===== config.mk =====
export PLATFORM = sky130hd
export DESIGN_NAME = fir_mac_seq_flat
export DESIGN_NICKNAME = d
export VERILOG_FILES = /design/src/rtl/fir_mac_seq_if.sv /design/src/rtl/fir_mac_seq.sv /design/src/flat_wrapper.sv
export SDC_FILE = /design/constraint.sdc
export NUM_CORES = 1
export LEC_CHECK = 0
export ABC_CLOCK_PERIOD_IN_PS = 15860
export BUFFER_PORTS_ARGS = -buffer_cell sky130_fd_sc_hd__buf_4
export CAP_MARGIN = 15
export CORE_AREA = 4 4 153 155
export DETAILED_ROUTE_END_ITERATION = 7
export DIE_AREA = 0 0 157 159
export GPL_TIMING_DRIVEN = 0
export PLACE_DENSITY = 0.57
export SYNTH_ARGS = -nofsm -noshare
export SYNTH_HDL_FRONTEND = slang
export SYNTH_SLANG_ARGS = --single-unit

===== constraint.sdc =====
create_clock -name clk -period 15.86 [get_ports clk]
set_input_delay 3.172 -clock clk [delete_from_list [all_inputs] [get_ports clk]]
set_output_delay 3.172 -clock clk [all_outputs]
set_load 0.02 [all_outputs]

===== src/rtl/fir_mac_seq_if.sv =====
// Sample-in / result-out handshake bundle and coefficient write port of fir_mac_seq.
// The master side is the sample source and result sink. The slave side is the filter.
interface fir_mac_seq_if #(
  parameter int DATA_W = 8,
  parameter int COEF_W = 8,
  parameter int TAPS   = 4,
  parameter int ACC_W  = 18
);
  logic                        in_valid;
  logic                        in_ready;
  logic signed [DATA_W-1:0]    in_data;
  logic                        coef_we;
  logic [$clog2(TAPS)-1:0]     coef_addr;
  logic signed [COEF_W-1:0]    coef_wdata;
  logic                        out_valid;
  logic                        out_ready;
  logic signed [ACC_W-1:0]     out_data;

  modport master (
    output in_valid, in_data, coef_we, coef_addr, coef_wdata, out_ready,
    input  in_ready, out_valid, out_data
  );

  modport slave (
    input  in_valid, in_data, coef_we, coef_addr, coef_wdata, out_ready,
    output in_ready, out_valid, out_data
  );
endinterface


===== src/rtl/fir_mac_seq.sv =====
// Sequential FIR engine: one shared multiplier walks all taps and produces one result per accepted sample.
// Define FIR_SAT_EN to make each accumulate step saturate. Without it, the accumulator wraps.
module fir_mac_seq #(
  parameter int DATA_W = 8,
  parameter int COEF_W = 8,
  parameter int TAPS   = 4,
  parameter int ACC_W  = 18
) (
  input logic           clk,
  input logic           rst,
  fir_mac_seq_if.slave  bus
);

  localparam int SEL_W  = $clog2(TAPS);
  localparam int LEAVES = 1 << SEL_W;
  localparam int PW     = DATA_W + COEF_W;

  localparam logic [1:0] S_IDLE = 2'd0;
  localparam logic [1:0] S_MAC  = 2'd1;
  localparam logic [1:0] S_OUT  = 2'd2;

  localparam logic [SEL_W-1:0]       LAST_IDX = SEL_W'(TAPS - 1);
  localparam logic signed [ACC_W-1:0] ACC_MAX = {1'b0, {(ACC_W-1){1'b1}}};
  localparam logic signed [ACC_W-1:0] ACC_MIN = {1'b1, {(ACC_W-1){1'b0}}};

  // Binary 2:1 mux tree. Level 0 uses sel[0] to pair adjacent leaves, and each later level halves the set.
  function automatic logic [PW-1:0] mux_tree(input logic [LEAVES-1:0][PW-1:0] leaves,
                                             input logic [SEL_W-1:0]          sel);
    logic [LEAVES-1:0][PW-1:0] v;
    v = leaves;
    for (int lvl = 0; lvl < SEL_W; lvl++) begin
      for (int j = 0; j < (LEAVES >> (lvl + 1)); j++) begin
        v[j] = sel[lvl] ? v[2*j+1] : v[2*j];
      end
    end
    return v[0];
  endfunction

  function automatic logic signed [ACC_W-1:0] acc_add(input logic signed [ACC_W-1:0] a,
                                                      input logic signed [ACC_W-1:0] b);
`ifdef FIR_SAT_EN
    logic signed [ACC_W:0] wide;
    wide = {a[ACC_W-1], a} + {b[ACC_W-1], b};
    if (wide[ACC_W] != wide[ACC_W-1]) begin
      return wide[ACC_W] ? ACC_MIN : ACC_MAX;
    end else begin
      return wide[ACC_W-1:0];
    end
`else
    return a + b;
`endif
  endfunction

  logic [1:0]               state_q, state_d;
  logic signed [DATA_W-1:0] x_q [TAPS];
  logic signed [DATA_W-1:0] x_d [TAPS];
  logic signed [COEF_W-1:0] c_q [TAPS];
  logic signed [COEF_W-1:0] c_d [TAPS];
  logic signed [ACC_W-1:0]  acc_q, acc_d;
  logic [SEL_W-1:0]         idx_q, idx_d;
  logic                     out_valid_q, out_valid_d;
  logic signed [ACC_W-1:0]  out_data_q, out_data_d;

  logic [LEAVES-1:0][PW-1:0] leaves_s;
  logic [PW-1:0]             pair_s;
  logic signed [DATA_W-1:0]  x_sel_s;
  logic signed [COEF_W-1:0]  c_sel_s;
  logic signed [PW-1:0]      prod_s;
  logic signed [ACC_W-1:0]   prod_ext_s;
  logic signed [ACC_W-1:0]   acc_sum_s;

  // Tree leaves beyond TAPS are tied to zero. They are never selected.
  genvar gi;
  generate
    for (gi = 0; gi < LEAVES; gi++) begin : g_leaf
      if (gi < TAPS) begin : g_used
        assign leaves_s[gi] = {x_q[gi], c_q[gi]};
      end else begin : g_pad
        assign leaves_s[gi] = '0;
      end
    end
  endgenerate

  assign pair_s     = mux_tree(leaves_s, idx_q);
  assign x_sel_s    = pair_s[PW-1:COEF_W];
  assign c_sel_s    = pair_s[COEF_W-1:0];
  assign prod_s     = PW'(x_sel_s) * PW'(c_sel_s);
  assign prod_ext_s = ACC_W'(prod_s);
  assign acc_sum_s  = acc_add(acc_q, prod_ext_s);

  assign bus.in_ready  = (state_q == S_IDLE) && !rst;
  assign bus.out_valid = out_valid_q;
  assign bus.out_data  = out_data_q;

  // Next-state logic for the FSM, delay line, coefficient bank and accumulator.
  always_comb begin
    state_d     = state_q;
    x_d         = x_q;
    c_d         = c_q;
    acc_d       = acc_q;
    idx_d       = idx_q;
    out_valid_d = out_valid_q;
    out_data_d  = out_data_q;
    case (state_q)
      S_IDLE: begin
        out_valid_d = 1'b0;
        if (bus.coef_we && (int'(bus.coef_addr) < TAPS)) begin
          c_d[bus.coef_addr] = bus.coef_wdata;
        end else begin
          c_d = c_q;
        end
        if (bus.in_valid) begin
          x_d[0] = bus.in_data;
          for (int k = 1; k < TAPS; k++) begin
            x_d[k] = x_q[k-1];
          end
          acc_d   = '0;
          idx_d   = '0;
          state_d = S_MAC;
        end else begin
          state_d = S_IDLE;
        end
      end
      S_MAC: begin
        acc_d = acc_sum_s;
        if (idx_q == LAST_IDX) begin
          idx_d       = '0;
          out_valid_d = 1'b1;
          out_data_d  = acc_sum_s;
          state_d     = S_OUT;
        end else begin
          idx_d   = idx_q + 1'b1;
          state_d = S_MAC;
        end
      end
      S_OUT: begin
        if (bus.out_ready) begin
          out_valid_d = 1'b0;
          state_d     = S_IDLE;
        end else begin
          out_valid_d = 1'b1;
          state_d     = S_OUT;
        end
      end
      default: begin
        out_valid_d = 1'b0;
        state_d     = S_IDLE;
      end
    endcase
  end

  // State registers. Reset clears the data path, the taps and the coefficients.
  always_ff @(posedge clk or posedge rst) begin
    if (rst) begin
      state_q     <= S_IDLE;
      acc_q       <= '0;
      idx_q       <= '0;
      out_valid_q <= 1'b0;
      out_data_q  <= '0;
      for (int k = 0; k < TAPS; k++) begin
        x_q[k] <= '0;
        c_q[k] <= '0;
      end
    end else begin
      state_q     <= state_d;
      acc_q       <= acc_d;
      idx_q       <= idx_d;
      out_valid_q <= out_valid_d;
      out_data_q  <= out_data_d;
      for (int k = 0; k < TAPS; k++) begin
        x_q[k] <= x_d[k];
        c_q[k] <= c_d[k];
      end
    end
  end

endmodule


===== src/flat_wrapper.sv =====
// flat-port wrapper written by rule: the top's interface ports become plain ports
module fir_mac_seq_flat 
#(
  parameter int DATA_W = 8,
  parameter int COEF_W = 8,
  parameter int TAPS   = 4,
  parameter int ACC_W  = 18
)
  (clk, rst, bus_in_valid, bus_in_data, bus_coef_we, bus_coef_addr, bus_coef_wdata, bus_out_ready, bus_in_ready, bus_out_valid, bus_out_data);
  fir_mac_seq_if #(.DATA_W(DATA_W), .COEF_W(COEF_W), .TAPS(TAPS), .ACC_W(ACC_W)) bus_i ();
  input logic clk;
  input logic rst;
  input wire logic [$bits(bus_i.in_valid)-1:0] bus_in_valid;
  input wire logic [$bits(bus_i.in_data)-1:0] bus_in_data;
  input wire logic [$bits(bus_i.coef_we)-1:0] bus_coef_we;
  input wire logic [$bits(bus_i.coef_addr)-1:0] bus_coef_addr;
  input wire logic [$bits(bus_i.coef_wdata)-1:0] bus_coef_wdata;
  input wire logic [$bits(bus_i.out_ready)-1:0] bus_out_ready;
  output wire logic [$bits(bus_i.in_ready)-1:0] bus_in_ready;
  output wire logic [$bits(bus_i.out_valid)-1:0] bus_out_valid;
  output wire logic [$bits(bus_i.out_data)-1:0] bus_out_data;
  assign bus_i.in_valid = bus_in_valid;
  assign bus_i.in_data = bus_in_data;
  assign bus_i.coef_we = bus_coef_we;
  assign bus_i.coef_addr = bus_coef_addr;
  assign bus_i.coef_wdata = bus_coef_wdata;
  assign bus_i.out_ready = bus_out_ready;
  assign bus_in_ready = bus_i.in_ready;
  assign bus_out_valid = bus_i.out_valid;
  assign bus_out_data = bus_i.out_data;
  fir_mac_seq #(.DATA_W(DATA_W), .COEF_W(COEF_W), .TAPS(TAPS), .ACC_W(ACC_W)) u_core (.clk(clk), .rst(rst), .bus(bus_i));
endmodule

==> results of run 1 <==
layer usage:
layer | GRT usage [%] | vias to the layer above | wire length, um
met4 | 3.23 | 0 | 135
met3 | 2.61 | 10 | 512
met2 | 23.5 | 69 | 8160
met5 | 0 | - | 0
li1 | - | 2159 | -
met1 | 18.9 | 2419 | 7330
cells by family (layout without fill, tap and decap cells):
family	count (synthesis)	count (layout)
DFF	105	105
xor gates and xnor gates	20	20
buffers and inverters	101	160
muxes	96	96
adders and majority gates	127	127
AOI/OAI and AO/OA	62	62
and+or+nand+nor	112	112
worst min-delay path: stages, from the launching register on:
cell     delay [ns]
dfrtp_1        0.35
nand2_1        0.04
o21ai_0        0.06
area by class of cell:
| class | count | area [sq um] | share of cell area (%) |
|---|---|---|---|
| tap | 280 | 350 | 4.08 |
| sequential | 105 | 2630 | 30.6 |
| clock inverter | 7 | 93.8 | 1.09 |
| clock buffer | 9 | 225 | 2.62 |
| multi-input combinational | 417 | 4560 | 53.1 |
| buffer | 14 | 56.3 | 0.656 |
| inverter | 87 | 329 | 3.83 |
| timing repair buffer | 43 | 343 | 3.99 |
metrics by stage:
stage / instances / cell area [sq um]
after floorplan: 623 / 7570
after global placement: 945 / 8240
after detailed placement: 946 / 8270
after CTS: 962 / 8590
after global routing: 962 / 8590
final: 962 / 8590
synthesized netlist by cell type, types with 4 or more instances:
| library cell | number | area share, % |
|---|---|---|
| a21o_1 | 4 | 0.40 |
| a21oi_1 | 12 | 0.79 |
| a22o_1 | 6 | 0.69 |
| and2_1 | 38 | 3.1 |
| clkbuf_1 | 8 | 0.40 |
| dfrtp_1 | 105 | 35 |
| fa_1 | 80 | 21 |
| ha_1 | 47 | 7.8 |
| inv_1 | 87 | 4.3 |
| mux2_2 | 79 | 12 |
| mux4_2 | 15 | 4.5 |
| nand2_1 | 53 | 2.6 |
| nand2b_1 | 4 | 0.33 |
| nor2_1 | 8 | 0.40 |
| o21ai_0 | 23 | 1.5 |
| xnor2_1 | 14 | 1.6 |
| xor2_1 | 6 | 0.69 |
final timing paths:
path,from,depth (start not counted),slack (ns),endpoint
min,u_core.bus.out_data[12],2,0.48,u_core.bus.out_data[12]
min reg2reg,u_core.bus.out_data[12],2,0.48,u_core.bus.out_data[12]
max reg2reg,u_core.idx_q[1],17,9.42,u_core.bus.out_data[17]
max,rst,3,9.13,bus_in_ready
max in group asynchronous,rst,3,12.26,u_core.leaves_s[43]
min in group asynchronous,rst,2,2.90,u_core.c_q[10]
state kept, by name (all words and copies together), names as in the netlist:
name and count:
u_core.leaves_s 32, u_core.acc_q 18, u_core.bus.out_data 18, u_core.c_q 32, u_core.idx_q 2, u_core.state_q 2
u_core.bus.out_valid 1
cell usage in the layout, fill, tap and decap left out, types with 2 or more instances in the layout:
cell       Yosys  routed
dfrtp_1      105     105
inv_1         87      86
fa_1          80      80
mux2_2        79      79
nand2_1       53      53
ha_1          47      47
buf_4          0      42
and2_1        38      38
o21ai_0       23      23
mux4_2        15      15
xnor2_1       14      14
a21oi_1       12      12
clkbuf_16      0       9
clkbuf_1       8       8
nor2_1         8       8
xor2_1         6       6
a22o_1         6       6
a21o_1         4       4
nand2b_1       4       4
o21ai_1        3       3
o211ai_1       3       3
buf_1          3       3
buf_2          3       3
clkinv_8       0       3
o211a_1        2       2
a31oi_1        2       2
nor3_1         2       2
mux2i_1        2       2
nor2b_1        2       2
==> flow_metrics.env, run 1 <==
export IMPL_max_cap_violations=0
export IMPL_cp_end_kind="output port"
export IMPL_ys_seq_elements=105
export IMPL_drive_gt1_share_pct=23.9
export IMPL_grt_pass1_vias=5266
export IMPL_via_per_inst=4.84
export IMPL_ys_seq_area_share_pct=34.7
export IMPL_routabilityCongestion=0.854
export IMPL_crit_family="buffers and inverters"
export IMPL_num_io_pins=43
export IMPL_relSlewSlack_pct=46.6
export IMPL_post_cts_resized=0
export IMPL_start_util_pct=34.7
export IMPL_syn_avg_cell_area_sq_um=12.2
export IMPL_syn_cell_area_sq_mm=0.00757
export IMPL_hold_class="flop to flop"
export IMPL_path_clk_slew_ns=0.07
export IMPL_n_antenna_cell=0
export IMPL_synth_xor_area_share_pct=2.31
export IMPL_syn_num_nets=773
export IMPL_worstMarginPinSlew_ns=0.797
export IMPL_synth_top_family_by_area="adder cells"
export IMPL_die_h_um=159
export IMPL_final_nets=827
export IMPL_track_usage_pct=14.0
export IMPL_cp_start_kind="input pin"
export IMPL_finalHoldViolCount=0
export IMPL_holdWs_ns=0.481
export IMPL_drt_iter0_markers=164
export IMPL_crit_top_cell="buf_4"
export IMPL_path_class="input pin to output port"
export IMPL_synth_edf_count=0
export IMPL_route_detailed_drc=0
export IMPL_path_cells="buf_4, nor2b_1, buf_4"
export IMPL_overflow=0
export IMPL_portBuffers=42
export IMPL_cts_root_buf="clkbuf_16"
export IMPL_antenna_found_initial=0
export IMPL_synth_compound_area_share_pct=5.24
export IMPL_timing_fmax_mhz=149
export IMPL_worstPathRequired_ns=12.69
export IMPL_muxShareOfSynthArea_pct=16.5
export IMPL_cts_htree_levels=3
export IMPL_setup_viol=0
export IMPL_slew_violations=0
export IMPL_cts_tree="done"
export IMPL_skew_ns=0.0188
export IMPL_setup_tns_ns=0
export IMPL_synthSimpleGateAreaFrac_pct=7.29
export IMPL_cpPeakStageDelay_ns=0.15
export IMPL_coreArea_sq_mm=0.0218
export IMPL_clock_path_buffers=2
export IMPL_ys_async_sr_fraction_pct=100
export IMPL_ys_flop_type="dfrtp_1"
export IMPL_die_area_sq_mm=0.0250
export IMPL_slowest_stage="buf_4"
export IMPL_grt_pass1_wl_mm=28.0
export IMPL_syn_inst=623
export IMPL_critPathMaxFanout=2
export IMPL_status="finished, final reports clean"
export IMPL_routed_wl_mm=16.1
export IMPL_firstDrtPassIters=4
export IMPL_syn_to_final_growth_pct=13.4
export IMPL_grt_max_degree=61
export IMPL_period_minus_slack_ns=6.73
export IMPL_fillCellCount=2126
export IMPL_cp_arrival_ns=3.56
export IMPL_cts_made_buffers=9
export IMPL_wl_per_cell_um=16.8
export IMPL_synthAdderAreaFrac_pct=28.9
export IMPL_num_rows=54
export IMPL_place_detailed_hpwl_mm=12.8
export IMPL_worst_slack_ns=9.13
export IMPL_die_w_um=157
export IMPL_clkSinkCount=105
export IMPL_dp_slack_ns=9.12
export IMPL_grt_setup_unrepaired="no"
export IMPL_clk_latency_ns=0.37
export IMPL_ctsHoldBuffers=0
export IMPL_ys_types=38
export IMPL_cp_buffers_inverters=2
export IMPL_num_vias=4657
export IMPL_cts_setup_buffers=0
export IMPL_final_util_pct=39.3
export IMPL_yosys_warnings=0
export IMPL_min_period_over_period_pct=42.4
export IMPL_ant_nets=0
Power of run 1 is not shown: default switching activity piles up to over one toggle a cycle in this logic, so the estimate is an artifact.
==> run 2: changes to the inputs <==
--- a/config.mk
+++ b/config.mk
@@ -5,14 +5,14 @@
 export SDC_FILE = /design/constraint.sdc
 export NUM_CORES = 1
 export LEC_CHECK = 0
-export ABC_CLOCK_PERIOD_IN_PS = 15860
+export ABC_CLOCK_PERIOD_IN_PS = 5900
 export BUFFER_PORTS_ARGS = -buffer_cell sky130_fd_sc_hd__buf_4
 export CAP_MARGIN = 15
 export CORE_AREA = 4 4 153 155
 export DETAILED_ROUTE_END_ITERATION = 7
 export DIE_AREA = 0 0 157 159
 export GPL_TIMING_DRIVEN = 0
-export PLACE_DENSITY = 0.57
+export PLACE_DENSITY = 0.59
 export SYNTH_ARGS = -nofsm -noshare
 export SYNTH_HDL_FRONTEND = slang
 export SYNTH_SLANG_ARGS = --single-unit
==> constraint.sdc (replaced) <==
create_clock -name clk -period 5.9 [get_ports clk]
set_input_delay 1.18 -clock clk [delete_from_list [all_inputs] [get_ports clk]]
set_output_delay 1.18 -clock clk [all_outputs]
set_load 0.02 [all_outputs]
==> run 2 against run 1 <==
Net effect: worst hold slack improved by 0.0073 ns; critical endpoint is now u_core.bus.out_data[13]; global-route usage decreased by 1.1 points; sequential share of layout area is 0.85 points lower; critical path type is now flop to flop; clock skew is 0.0072 ns lower; setup slack worse by 8.9 ns; first-iteration DRC count is 29% lower; utilization rose by 1.1 points.
==> flow_metrics.env, run 2 (same netlist as run 1, synthesis figures left out) <==
export IMPL_status="finished, final reports clean"
export IMPL_finalHoldViolCount=0
export IMPL_die_area_sq_mm=0.0250
export IMPL_period_minus_slack_ns=5.65
export IMPL_critPathMaxFanout=10
export IMPL_die_w_um=157
export IMPL_drive_gt1_share_pct=27.0
export IMPL_num_rows=54
export IMPL_final_common_cell="dfrtp_1"
export IMPL_reg2reg_depth=18
export IMPL_final_cell_mix="105 x dfrtp_1, 86 x inv_1, 80 x fa_1"
export IMPL_worstMarginPinSlew_ns=0.748
export IMPL_fillCellCount=2087
export IMPL_routabilityCongestion=0.787
export IMPL_setup_viol=0
export IMPL_cts_made_buffers=9
export IMPL_route_detailed_drc=0
export IMPL_slew_violations=0
export IMPL_path_class="flop to flop"
export IMPL_crit_family="adder cells"
export IMPL_cp_buffers_inverters=4
export IMPL_n_antenna_cell=0
export IMPL_wl_per_cell_um=15.3
export IMPL_clk_latency_ns=0.36
export IMPL_cts_root_buf="clkbuf_16"
export IMPL_die_h_um=159
export IMPL_drt_iter0_markers=117
export IMPL_coreArea_sq_mm=0.0218
export IMPL_hold_depth=2
export IMPL_clock_path_buffers=2
export IMPL_grt_pass1_wl_mm=25.9
export IMPL_cp_end_kind="flop"
export IMPL_worst_slack_ns=0.249
export IMPL_path_cells="buf_12, buf_4, mux4_2, and2_1, fa_1, fa_1, inv_1, fa_1, inv_1, fa_1, ha_1, ha_4, o211a_1, a211oi_2, o21ai_1, a31oi_1, xnor2_1, mux2_2"
export IMPL_num_io_pins=43
export IMPL_antenna_found_initial=0
export IMPL_min_period_over_period_pct=95.8
export IMPL_dp_slack_ns=-0.532
export IMPL_worstPathRequired_ns=6.15
export IMPL_relSlewSlack_pct=49.8
export IMPL_slowest_stage="mux4_2"
export IMPL_path_clk_slew_ns=0.07
export IMPL_clkSinkCount=105
export IMPL_hold_class="flop to flop"
export IMPL_cpPeakStageDelay_ns=0.62
export IMPL_cp_arrival_ns=5.90
export IMPL_timing_fmax_mhz=177
export IMPL_routed_wl_mm=15.0
export IMPL_ant_nets=0
export IMPL_start_util_pct=34.7
export IMPL_overflow=0
export IMPL_max_cap_violations=0
export IMPL_grt_pass1_vias=4907
export IMPL_cts_tree="done"
export IMPL_final_util_pct=40.5
export IMPL_place_detailed_hpwl_mm=11.7
export IMPL_final_nets=848
export IMPL_cts_htree_levels=3
export IMPL_path_depth=18
export IMPL_syn_to_final_growth_pct=16.6
export IMPL_ctsHoldBuffers=0
export IMPL_track_usage_pct=13.0
export IMPL_firstDrtPassIters=5
export IMPL_cp_start_kind="flop"
export IMPL_skew_ns=0.0116
export IMPL_portBuffers=42
export IMPL_crit_top_cell="fa_1"
export IMPL_grt_max_degree=63
export IMPL_via_per_inst=4.66
export IMPL_num_vias=4583
## run 2: what timing repair did
item / 4_1_cts / 5_1_grt
pin swaps: 1 / 11
hold endpoints to repair: 0 / 0
endpoints found under the setup margin: 19 / 14
gates resized for setup: 7 / 16
setup buffers: 4 / 17
## run 2: path summary, 6_finish.rpt
| check | startpoint | endpoint | slack (ns) |
|---|---|---|---|
| min in group asynchronous | rst | u_core.c_q[28] | 0.89 |
| min | u_core.acc_q[3] | u_core.acc_q[3] | 0.49 |
| max | u_core.idx_q[0] | u_core.bus.out_data[13] | 0.25 |
| max reg2reg | u_core.idx_q[0] | u_core.bus.out_data[13] | 0.25 |
| max in group asynchronous | rst | u_core.acc_q[7] | 4.30 |
| min reg2reg | u_core.acc_q[3] | u_core.acc_q[3] | 0.49 |
## run 2: final cells by class
type | instances | area [sq um] | share of cell area (%)
Multi-Input combinational cell | 417 | 4620 | 52.4
Timing Repair Buffer | 64 | 500 | 5.67
Clock inverter | 5 | 61.3 | 0.694
Buffer | 14 | 96.3 | 1.09
Tap cell | 280 | 350 | 3.97
Sequential cell | 105 | 2630 | 29.8
Inverter | 87 | 329 | 3.73
Clock buffer | 11 | 243 | 2.75
## run 2: stage by stage
step,hold slack [ns],setup TNS (ns),instance area [sq um],instances
after detailed placement,0.477,-5.75,8270,946
after CTS,0.495,0,8620,966
after floorplan,0.450,0,7570,623
after global routing,0.512,-0.00124,8830,983
final,0.488,0,8830,983
after global placement,0.462,-6.61,8240,945
## run 2: tightest hold or removal path: stages (launching register included)
cell	delay [ns]
dfrtp_1	0.35
nand2_1	0.05
o21ai_0	0.06
## run 2: routing by layer
layer,up-vias,routed length [um],share of wire [%],GRT usage (%)
met5,-,0,0,0
met1,2300,7700,51,19.7
met2,63,6650,44,19.4
met3,20,424,2.8,1.93
li1,2200,-,-,-
met4,0,262,1.7,3.55
Power of run 2 is left out for the same reason.
==> run 3: changes to the inputs <==
--- a/config.mk
+++ b/config.mk
@@ -8,11 +8,13 @@
 export ABC_CLOCK_PERIOD_IN_PS = 5900
 export BUFFER_PORTS_ARGS = -buffer_cell sky130_fd_sc_hd__buf_4
 export CAP_MARGIN = 15
+export CELL_PAD_IN_SITES_DETAIL_PLACEMENT = 2
+export CELL_PAD_IN_SITES_GLOBAL_PLACEMENT = 2
 export CORE_AREA = 4 4 153 155
 export DETAILED_ROUTE_END_ITERATION = 7
 export DIE_AREA = 0 0 157 159
 export GPL_TIMING_DRIVEN = 0
-export PLACE_DENSITY = 0.59
+export PLACE_DENSITY = 0.76
 export SYNTH_ARGS = -nofsm -noshare
 export SYNTH_HDL_FRONTEND = slang
 export SYNTH_SLANG_ARGS = --single-unit
==> run 3 against run 2 <==
Net effect: die area stayed put; flip-flop and latch count stayed put; global-route usage is 4.0 points higher; setup slack worse by 0.098 ns; critical path depth is 1 higher; non-clock buffer count is 11 lower; utilization is 0.092 points lower; highest routed layer unchanged.
==> flow_metrics.env, run 3 (same netlist as run 1, synthesis figures left out) <==
export IMPL_n_antenna_cell=0
export IMPL_reg2reg_depth=19
export IMPL_grt_pass1_wl_mm=33.3
export IMPL_period_minus_slack_ns=5.75
export IMPL_die_h_um=159
export IMPL_cp_end_kind="flop"
export IMPL_route_detailed_drc=0
export IMPL_crit_top_cell="fa_1"
export IMPL_routed_wl_mm=20.4
export IMPL_cp_start_kind="flop"
export IMPL_worstPathRequired_ns=6.11
export IMPL_clock_path_buffers=2
export IMPL_syn_to_final_growth_pct=16.4
export IMPL_cpPeakStageDelay_ns=0.60
export IMPL_path_clk_slew_ns=0.08
export IMPL_timing_fmax_mhz=174
export IMPL_final_common_cell="dfrtp_1"
export IMPL_die_w_um=157
export IMPL_die_area_sq_mm=0.0250
export IMPL_cts_htree_levels=3
export IMPL_slowest_stage="mux4_2"
export IMPL_drive_gt1_share_pct=27.5
export IMPL_setup_viol=0
export IMPL_track_usage_pct=17.0
export IMPL_drt_iter0_markers=172
export IMPL_finalHoldViolCount=0
export IMPL_crit_family="adder cells"
export IMPL_wl_per_cell_um=20.9
export IMPL_skew_ns=0.0202
export IMPL_cp_buffers_inverters=5
export IMPL_place_detailed_hpwl_mm=15.5
export IMPL_final_cell_mix="105 x dfrtp_1, 84 x inv_1, 79 x mux2_2, 79 x fa_1, 51 x nand2_1"
export IMPL_min_period_over_period_pct=97.4
export IMPL_antenna_found_initial=0
export IMPL_num_rows=54
export IMPL_hold_depth=2
export IMPL_via_per_inst=5.07
export IMPL_hold_class="flop to flop"
export IMPL_slew_violations=0
export IMPL_cts_tree="done"
export IMPL_overflow=0
export IMPL_cts_made_buffers=9
export IMPL_portBuffers=42
export IMPL_path_cells="buf_12, buf_12, mux4_2, buf_12, and2_1, fa_2, fa_1, inv_1, fa_1, inv_1, fa_1, fa_1, ha_4, o211a_4, a211oi_4, o211ai_1, a221oi_2, xnor2_1, o21ai_1"
export IMPL_num_io_pins=43
export IMPL_relSlewSlack_pct=40.8
export IMPL_cp_arrival_ns=5.96
export IMPL_clk_latency_ns=0.37
export IMPL_worstMarginPinSlew_ns=0.888
export IMPL_status="finished, final reports clean"
export IMPL_clkSinkCount=105
export IMPL_ctsHoldBuffers=0
export IMPL_path_class="flop to flop"
export IMPL_final_util_pct=40.4
export IMPL_grt_max_degree=74
export IMPL_path_depth=19
export IMPL_max_cap_violations=0
export IMPL_placed_area_sq_mm=0.00827
export IMPL_design_area_sq_mm=0.00881
export IMPL_num_vias=4929
export IMPL_coreArea_sq_mm=0.0218
export IMPL_cts_root_buf="clkbuf_16"
export IMPL_firstDrtPassIters=4
export IMPL_critPathMaxFanout=10
export IMPL_routabilityCongestion=0.804
export IMPL_final_nets=837
export IMPL_grt_pass1_vias=5917
export IMPL_start_util_pct=34.7
export IMPL_ant_nets=0
[run 3: changes by cell type in the layout (fill, tap and decap cells not counted), sizes merged]
cell and delta:
buf -11, clkbuf -2, inv +2
[run 3: per-stage QoR]
stage / hold WS, ns / worst slack [ns] / setup TNS (ns) / cells
global route: 0.516 / -0.00542 / -0.0107 / 972
global placement: 0.462 / -0.638 / -7.79 / 945
detailed placement: 0.477 / -0.734 / -9.84 / 946
CTS: 0.496 / 0.00150 / 0 / 966
floorplan: 0.450 / 0.259 / 0 / 623
finish: 0.491 / 0.151 / 0 / 972
[run 3: final cells by class]
cell class,count,area (sq um)
Sequential cell,105,2630
Buffer,14,100
Clock inverter,7,103
Fill cell,2248,13000
Multi-Input combinational cell,417,4630
Inverter,87,329
Clock buffer,9,225
Tap cell,280,350
Timing Repair Buffer,53,443
[run 3: worst reg2reg max path, stage by stage (launching register included)]
cell      delay, ns
dfrtp_1        0.39
buf_12         0.16
buf_12         0.16
mux4_2         0.60
buf_12         0.17
and2_1         0.14
fa_2           0.36
fa_1           0.56
inv_1          0.05
fa_1           0.48
inv_1          0.06
fa_1           0.46
fa_1           0.59
ha_4           0.24
o211a_4        0.16
a211oi_4       0.31
o211ai_1       0.16
a221oi_2       0.28
xnor2_1        0.19
o21ai_1        0.08
[run 3: per-layer routing]
layer | GRT usage (%) | vias to the layer above | routed length (um)
met3 | 2.23 | 16 | 479
met5 | 0 | - | 0
met2 | 30.4 | 88 | 10700
li1 | - | 2175 | -
met1 | 22.0 | 2650 | 8900
met4 | 3.08 | 0 | 233
[run 3: final timing paths]
| check | endpoint | start | slack (ns) |
|---|---|---|---|
| max in group asynchronous | u_core.c_q[21] | rst | 4.32 |
| min | u_core.acc_q[3] | u_core.acc_q[3] | 0.49 |
| min in group asynchronous | u_core.bus.out_valid | rst | 0.85 |
| max reg2reg | u_core.bus.out_data[17] | u_core.idx_q[0] | 0.15 |
| min reg2reg | u_core.acc_q[3] | u_core.acc_q[3] | 0.49 |
| max | u_core.bus.out_data[17] | u_core.idx_q[0] | 0.15 |
[run 3: what timing repair did]
action,in CTS,in global routing
setup buffers,4,6
setup endpoints to repair,20,14
pin swaps,3,11
cloned,0,0
resized for setup,15,21
Power of run 3 is left out for the same reason.
